**config.mk**
```make
export PLATFORM = sky130hd
export DESIGN_NAME = restoration_sched
export DESIGN_NICKNAME = d
export VERILOG_FILES = /design/src/rtl/dehaze_pkg.sv /design/src/rtl/restore_delay.sv /design/src/rtl/restoration_sched.sv
export SDC_FILE = /design/constraint.sdc
export NUM_CORES = 1
export LEC_CHECK = 0
export BUFFER_PORTS_ARGS = -buffer_cell sky130_fd_sc_hd__buf_2
export CAP_MARGIN = 15
export CORE_MARGIN = 4
export CORE_UTILIZATION = 46
export DETAILED_ROUTE_END_ITERATION = 6
export GPL_ROUTABILITY_DRIVEN = 0
export PLACE_DENSITY_LB_ADDON = 0.15
export RECOVER_POWER = 100
export SYNTH_ARGS = -nofsm -noshare
export SYNTH_HDL_FRONTEND = slang
export SYNTH_SLANG_ARGS = --single-unit
```
**constraint.sdc**
```tcl
create_clock -name clk -period 3.1 [get_ports clk]
set_clock_uncertainty 0.1 [all_clocks]
set_input_delay 0.31 -clock clk [delete_from_list [all_inputs] [get_ports clk]]
set_output_delay 0.31 -clock clk [all_outputs]
set_load 0.05 [all_outputs]
```
**src/rtl/dehaze_pkg.sv**
```systemverilog
// Shared types and constants for the dehaze restoration path.
package dehaze_pkg;

  localparam int TINV_W    = 12;
  localparam int TINV_FRAC = 3;

  typedef enum logic [2:0] {
    IDLE,
    WAIT_A,
    RUN,
    DRAIN,
    DONE
  } state_t;

  typedef struct packed {
    logic [7:0] r;
    logic [7:0] g;
    logic [7:0] b;
  } pixel_t;

endpackage

```
**src/rtl/restore_delay.sv**
```systemverilog
// Two-stage valid/sof/last/t_inv shift register with synchronous flush.
module restore_delay
  import dehaze_pkg::*;
#(
  parameter int TINV_W = dehaze_pkg::TINV_W
) (
  input  logic              clk,
  input  logic              rst,
  input  logic              flush,
  input  logic              in_valid,
  input  logic              in_sof,
  input  logic              in_last,
  input  logic [TINV_W-1:0] in_tinv,
  output logic              out_valid,
  output logic              out_sof,
  output logic              out_last,
  output logic [TINV_W-1:0] out_tinv
);

  // Flag vectors are {valid, sof, last}; sidebands drop with valid.
  logic [2:0]        s1_flags_q, s2_flags_q;
  logic [TINV_W-1:0] s1_tinv_q, s2_tinv_q;

  always_ff @(posedge clk or posedge rst) begin
    if (rst) begin
      s1_flags_q <= '0;
      s2_flags_q <= '0;
      s1_tinv_q  <= '0;
      s2_tinv_q  <= '0;
    end else if (flush) begin
      s1_flags_q <= '0;
      s2_flags_q <= '0;
    end else begin
      s2_flags_q <= s1_flags_q;
      s2_tinv_q  <= s1_tinv_q;
      if (in_valid) begin
        s1_flags_q <= {1'b1, in_sof, in_last};
        s1_tinv_q  <= in_tinv;
      end else begin
        s1_flags_q <= '0;
      end
    end
  end

  assign out_valid = s2_flags_q[2];
  assign out_sof   = s2_flags_q[1];
  assign out_last  = s2_flags_q[0];
  assign out_tinv  = s2_tinv_q;

endmodule

```
**src/rtl/restoration_sched.sv**
```systemverilog
// Frame sequencer feeding the restoration datapath one pixel per cycle.
// Optional t_inv ceiling clamp enabled by defining RESTORE_TINV_CLAMP_EN.
module restoration_sched
  import dehaze_pkg::*;
#(
  parameter int IMG_W    = 640,
  parameter int IMG_H    = 480,
  parameter int TINV_W   = dehaze_pkg::TINV_W,
  parameter int TINV_MAX = 80
) (
  input  logic              clk,
  input  logic              rst,
  input  logic              start,
  input  logic              abort,
  input  logic              gray_mode,
  input  logic              a_valid,
  input  logic [7:0]        a_r,
  input  logic [7:0]        a_g,
  input  logic [7:0]        a_b,
  input  logic              pix_valid,
  output logic              pix_ready,
  input  logic [7:0]        pix_r,
  input  logic [7:0]        pix_g,
  input  logic [7:0]        pix_b,
  input  logic [TINV_W-1:0] pix_tinv,
  output logic              dp_en,
  output logic [7:0]        dp_er,
  output logic [7:0]        dp_eg,
  output logic [7:0]        dp_eb,
  output logic [7:0]        dp_ar,
  output logic [7:0]        dp_ag,
  output logic [7:0]        dp_ab,
  output logic [TINV_W-1:0] dp_tinv,
  output logic              out_valid,
  output logic              out_sof,
  output logic              out_last,
  output logic              busy,
  output logic              frame_done
);

  localparam int CW = (IMG_W > 1) ? $clog2(IMG_W) : 1;
  localparam int RW = (IMG_H > 1) ? $clog2(IMG_H) : 1;
  localparam logic [CW-1:0]     COL_END   = CW'(IMG_W - 1);
  localparam logic [RW-1:0]     ROW_END   = RW'(IMG_H - 1);
  localparam logic [TINV_W-1:0] TINV_CEIL = TINV_W'(TINV_MAX);
`ifdef RESTORE_TINV_CLAMP_EN
  localparam logic CLAMP_EN = 1'b1;
`else
  localparam logic CLAMP_EN = 1'b0;
`endif

  state_t            state_q;
  logic [CW-1:0]     col_q, col_d;
  logic [RW-1:0]     row_q, row_d;
  logic              drain_q;
  pixel_t            dp_e_q, dp_a_q;
  logic              dp_en_q;
  logic              accept, first_pix, last_pix;
  logic [TINV_W-1:0] tinv_s1;

  // Abort overrides a same-cycle accept so a half-taken pixel never enters the pipe.
  always_comb begin
    accept    = pix_valid && (state_q == RUN) && !abort;
    first_pix = (col_q == '0) && (row_q == '0);
    last_pix  = (col_q == COL_END) && (row_q == ROW_END);
    col_d     = col_q;
    row_d     = row_q;
    if (accept) begin
      if (col_q == COL_END) begin
        col_d = '0;
        row_d = last_pix ? '0 : row_q + 1'b1;
      end else begin
        col_d = col_q + 1'b1;
      end
    end
    tinv_s1 = (CLAMP_EN && (pix_tinv > TINV_CEIL)) ? TINV_CEIL : pix_tinv;
  end

  always_ff @(posedge clk or posedge rst) begin
    if (rst) begin
      state_q <= IDLE;
      col_q   <= '0;
      row_q   <= '0;
      drain_q <= 1'b0;
      dp_e_q  <= '0;
      dp_a_q  <= '0;
      dp_en_q <= 1'b0;
    end else if (abort) begin
      state_q <= IDLE;
      col_q   <= '0;
      row_q   <= '0;
      drain_q <= 1'b0;
    end else begin
      col_q <= col_d;
      row_q <= row_d;
      if (accept) dp_e_q <= {pix_r, pix_g, pix_b};
      unique case (state_q)
        IDLE: if (start) begin
          state_q <= WAIT_A;
          col_q   <= '0;
          row_q   <= '0;
        end
        WAIT_A: if (a_valid) begin
          dp_a_q  <= {a_r, a_g, a_b};
          dp_en_q <= gray_mode;
          state_q <= RUN;
        end
        RUN: if (accept && last_pix) begin
          state_q <= DRAIN;
          drain_q <= 1'b0;
        end
        DRAIN: begin
          if (drain_q) state_q <= DONE;
          drain_q <= 1'b1;
        end
        DONE:    state_q <= IDLE;
        default: state_q <= IDLE;
      endcase
    end
  end

  restore_delay #(.TINV_W(TINV_W)) u_delay (
    .clk      (clk),
    .rst      (rst),
    .flush    (abort),
    .in_valid (accept),
    .in_sof   (first_pix),
    .in_last  (last_pix),
    .in_tinv  (tinv_s1),
    .out_valid(out_valid),
    .out_sof  (out_sof),
    .out_last (out_last),
    .out_tinv (dp_tinv)
  );

  assign pix_ready  = (state_q == RUN);
  assign busy       = (state_q != IDLE);
  assign frame_done = (state_q == DONE);
  assign dp_en      = dp_en_q;
  assign dp_er      = dp_e_q.r;
  assign dp_eg      = dp_e_q.g;
  assign dp_eb      = dp_e_q.b;
  assign dp_ar      = dp_a_q.r;
  assign dp_ag      = dp_a_q.g;
  assign dp_ab      = dp_a_q.b;

endmodule

```
---- Word level (Yosys, flattened, before mapping) ----
Cells that the tools add are included.
word-level totals
  bits of input ports ..................... 67
  flip-flop bits (word level) ............. 102
  logic and storage cells ................. 66
operators by class
  add/subtract/negate cells ............... 2
  mux-type cells .......................... 23
  eq/ne operators ......................... 10
  bitwise logic cells ..................... 1
  reductions and logical operators ........ 15
operators with widths
  operator                                             number
  two-way mux 9 bit                                    6
  two-way mux 10 bit                                   5
  two-way mux 3 bit                                    8
  case mux 3 bit (4 select lines)                      1
  adder 10 x 1 -> 10 bit, second input constant        1
  equality test 10 bit, second input constant          1
  zero test 10 bit                                     1
  adder 9 x 1 -> 9 bit, second input constant          1
  equality test 9 bit, second input constant           1
  zero test 9 bit                                      1
  != test 3 bit, second input constant                 3
  equality test 3 x 2 -> 1 bit, second input constant  2
  nonzero test 3 bit                                   2
  logical AND 1 bit                                    5
  AND reduction 2 bit                                  2
  AND reduction 4 bit                                  1
  equality test 3 x 1 -> 1 bit, second input constant  1
  equality test 3 bit, second input constant           1
  zero test 3 bit                                      1
  != test 3 x 2 -> 1 bit, second input constant        1
  AND reduction 3 bit                                  1
  two-way mux 1 bit                                    2
  case mux 1 bit (2 select lines)                      1
  zero test 1 bit                                      1
  NOT 1 bit                                            1

---- Logic depth before layout (Yosys ltp) ----
  depth after elaboration ................. 8
  gate-level depth with buffers ........... 6
  depth with buffers taken out ............ 5

---- Cells and area by module ----
From an unflattened synthesis, not the netlist that was laid out.
second synthesis, totals
  cell total of the unflattened synthesis .. 322
  area total of the unflattened synthesis .. 4334.2 um^2
by module, submodules not included
  module             cells each  instances  area each (um^2)
  restoration_sched  257         1          3195.6
  restore_delay      65          1          1138.6

---- Worst setup path after synthesis ----
No wires, ideal clock.
  path type ............................... register to register
  start ................................... register col_q[0]
  end ..................................... register state_q[0]
  setup time .............................. 94 ps
  stages on the path, launching flop included .. 7
  data arrival time ....................... 2220 ps
  clock period less this slack ............ 2413 ps
  setup slack ............................. 687 ps
  required time ........................... 2906 ps
  cells stage by stage .................... dfrtp_1 -> ha_1 -> or3b_1 -> or4_4 -> buf_6 -> or3_1 -> a221oi_2
between the ends
  word-level cells in the longest chain between the ends .. 5
RTL lines
  item                                     RTL line                  source
  start, declared                          restoration_sched.sv:53   logic [CW-1:0] col_q, col_d;
  start signal, assigned                   restoration_sched.sv:94   col_q <= col_d;
  equality test 10 bit                     restoration_sched.sv:65   last_pix = (col_q == COL_END) && (row_q == ROW_END);
  logical AND 1 bit                        restoration_sched.sv:65
  logical AND 1 bit                        restoration_sched.sv:108  RUN: if (accept && last_pix) begin
  != test 3 x 2 -> 1 bit (no source line)  --
  AND reduction 4 bit (no source line)     --
  end signal, assigned                     restoration_sched.sv:106  state_q <= RUN;
  end signal, assigned                     restoration_sched.sv:109  state_q <= DRAIN;
  end signal, assigned                     restoration_sched.sv:113  if (drain_q) state_q <= DONE;
  end, declared                            restoration_sched.sv:52   state_t state_q;
Every way passes these cells.
A chain may end at the register's enable or synchronous reset.

---- Worst setup path after layout ----
Ends and elaborated chain as after synthesis.

==> qor.yml <==
clock_network:
  clock-sinks: 102
  path_clk_slew_ns: 0.11
  clk_latency_ns: 0.36
  tritoncts: "done"
  cts_buffers: 9
  root_buffer: "clkbuf_8"
  htree_levels: 3
  cts_buffer_depth: 2
  post_cts_buffers: 0
final_layout:
  num-nets-final: 537
  syn2layout_area_growth_pct: 20.22
  layout-drive-gt1-share_pct: 33.55
  diodes: 0
drt:
  vias: 3046
  via_per_inst: 5.261
  routed_wirelength_mm: 9.120
  antenna_left: 0
  drc: 0
  drt_first_pass_iters: 4
  first_iter_violations: 77
  wl_per_cell_um: 15.75
power:
  swShare_pct: 44.65
  p_int_mw: 2.347
  ir_worst_vdd_mv: 0.4552
  clockPowerShare_pct: 18.2
  power_switching_mw: 1.893
  seq_power_share_pct: 42.9
  leakagePower_nw: 2.258
  power_frac_comb_pct: 38.9
  power_density_nw_per_um2: 821.4
  p_total_mw: 4.240
global_routing:
  grt_usage_pct: 17.34
  grt_max_degree: 47
  grt_pass1_wl_mm: 15.44
  grt_overflow_total: 0
  antenna_found_initial: 0
  grt_pass1_vias: 3084
status:
  status: "finished, violations left"
  violations: "max-capacitance violations, max-slew violations"
yosys:
  synth.distinct_cells: 41
  synth_top_area_cell: "dfrtp_1"
  synth_seq_area_share_pct: 59.44
  syn-num-nets: 400
  synth_most_common_cell: "dfrtp_1"
  post_synth_instance_area_um2: 4294
  ys_top_cells_by_count: "dfrtp_1 (102), mux2_2 (74), nor2_1 (16), a21oi_1 (14), nand2_1 (13)"
  synth_ff_type: "dfrtp_1"
  yosysWarningCount: 0
  synth.top_cell.area_share_pct: 59.44
  synthCells: 329
  synth_edf_count: 0
  yosys-top-cells-area: "dfrtp_1 (59%), mux2_2 (19%), a21oi_1 (1.6%)"
  synth_area_per_cell_um2: 13.05
  async_flop_share_pct: 100.0
  synth_seq_cells: 102
critical_path:
  worst_setup_path_start_kind: "flop"
  rr_worst_depth: 5
  cp-end-kind: "flop"
  rr_startpoint: "col_q[0]"
  crit_type: "reg -> reg"
  arrival_ns: 2.83
  critPathRequiredTime_ns: 3.25
  crit_fanout: 12
  reg2reg_to: "state_q[0]"
  rrSetupSlack_ns: 0.43
die:
  core-area_um2: 8891
  rows: 34
  die_y_um: 104.6
  die-area_um2: 10950
  die_w_um: 104.6
  initial_core_util_pct: 48.30
  pin_count: 134
sta:
  final-max-slew-violation-count: 47
  finalSetupTns_ns: 0
  holdWs_ns: 0.06656
  period_minus_slack_ns: 2.673
  worst_pin_slew_ns: 1.716
  setup_viol: 0
  rsz0062_at_grt: "false"
  max_freq_mhz: 374.1
  post-route-period-util_pct: 86.23
  hold_viol_final: 0
  timing.slew.headroom_pct: -14.55
min_path:
  whs_endpoint: "dp_eg[6]"
  hold_depth: 2
  holdCritStartpoint: "pix_g[6]"
  hold_class: "in -> reg"
placed_design:
  port_buffers: 133
  place_hpwl_mm: 6.788
job:
  cap_violations: 1
==> state kept, by name, summed over array words and instances (netlist names) <==
name                cells
col_q                  10
dp_ab                   8
dp_ag                   8
dp_ar                   8
dp_eb                   8
dp_eg                   8
dp_en                   1
dp_er                   8
drain_q                 1
row_q                   9
state_q                 3
u_delay.out_tinv       12
u_delay.s1_flags_q      3
u_delay.s1_tinv_q      12
u_delay.s2_flags_q      3
==> metrics by stage <==
stage / setup slack, ns / cell area, µm² / instances / util (%)
floorplan: 0.01452 / 4294 / 329 / -
global placement: 0.6607 / 5087 / 562 / 57.22
detailed placement: 0.5981 / 5087 / 562 / 57.22
CTS: 0.5602 / 5275 / 579 / 59.33
global route: 0.2451 / 5162 / 579 / 58.06
finish: 0.4268 / 5162 / 579 / 58.06
==> kinds of logic (layout without fill, tap and decap cells) <==
| kind of cell | Yosys count | in the layout | synth area share, % |
|---|---|---|---|
| buffers and inverters | 21 | 163 | 2.127 |
| DFF | 102 | 102 | 59.44 |
| AOI/OAI and AO/OA | 27 | 27 | 3.671 |
| xor gates and xnor gates | 8 | 8 | 1.632 |
| muxes | 74 | 74 | 19.41 |
| adders and majority gates | 4 | 4 | 1.166 |
| and+or+nand+nor | 93 | 93 | 12.56 |
==> layout by cell type, fill, tap and decap left out, types with 2 or more instances in the layout <==
cell	Yosys	layout
nand2_1	13	13
nand2b_1	2	2
nand4_1	10	10
or3b_1	3	3
nand3b_1	2	2
or2_0	0	2
buf_4	1	2
nor2_1	16	14
inv_1	7	7
clkbuf_8	0	9
nor4_1	8	8
nor2b_1	4	4
nand3_1	7	7
xnor2_1	5	5
mux2_2	74	74
or3_1	6	6
and3_1	4	4
o21ai_0	7	7
ha_1	4	4
o31ai_1	2	2
nor3_1	2	2
or4_1	5	6
dfrtp_1	102	102
inv_6	0	3
a21oi_1	14	14
clkbuf_1	11	73
buf_2	1	65
xor2_1	3	3
==> layout make-up <==
| class | count | area, µm² |
|---|---|---|
| Timing Repair Buffer | 140 | 620.6 |
| Sequential cell | 102 | 2552 |
| Clock buffer | 10 | 127.6 |
| Fill cell | 798 | 3729 |
| Inverter | 7 | 26.28 |
| Clock inverter | 6 | 50.05 |
| Multi-Input combinational cell | 206 | 1650 |
| Tap cell | 108 | 135.1 |
==> metal layers <==
metal | GRT usage, % | up-vias | part of all wire (%)
li1 | - | 1455 | -
met1 | 22.59 | 1471 | 43
met2 | 27.49 | 113 | 47
met3 | 6.473 | 7 | 8.5
met4 | 4.780 | 0 | 1.0
met5 | 0 | - | 0
==> critical path: stages (launching register included) <==
cell      delay, ns
dfrtp_1        0.45
ha_1           0.27
or3b_1         0.40
or4_1          0.66
or3_1          0.43
a221oi_1       0.27
==> power by group through the flow <==
stage	logic (mW)	clock network (mW)	registers (mW)
after global routing	1.73	0.863	1.87
after global placement	1.73	0	1.82
after floorplan	0.355	0	2.80
after CTS	1.75	0.809	1.82
final	1.65	0.773	1.82
after detailed placement	1.75	0	1.84
==> worst max-delay path by stage <==
stage / from / cells after the start / to
6_report: col_q[0] / 5 / state_q[0]
5_1_grt: state_q[0] / 4 / dp_er[4]
4_1_cts: col_q[0] / 5 / row_q[3]
3_5_place_dp: col_q[0] / 5 / row_q[8]
3_3_place_gp: col_q[0] / 5 / row_q[8]
2_1_floorplan: rst / 1 / col_q[0]
==> repair_timing <==
action                                  in CTS  in global routing
endpoints found under the hold margin       44                  0
hold buffers                                 1                  0
endpoints found under the setup margin       0                  0
resized for setup                            0                  0
Power figures use the tool's default switching activity.
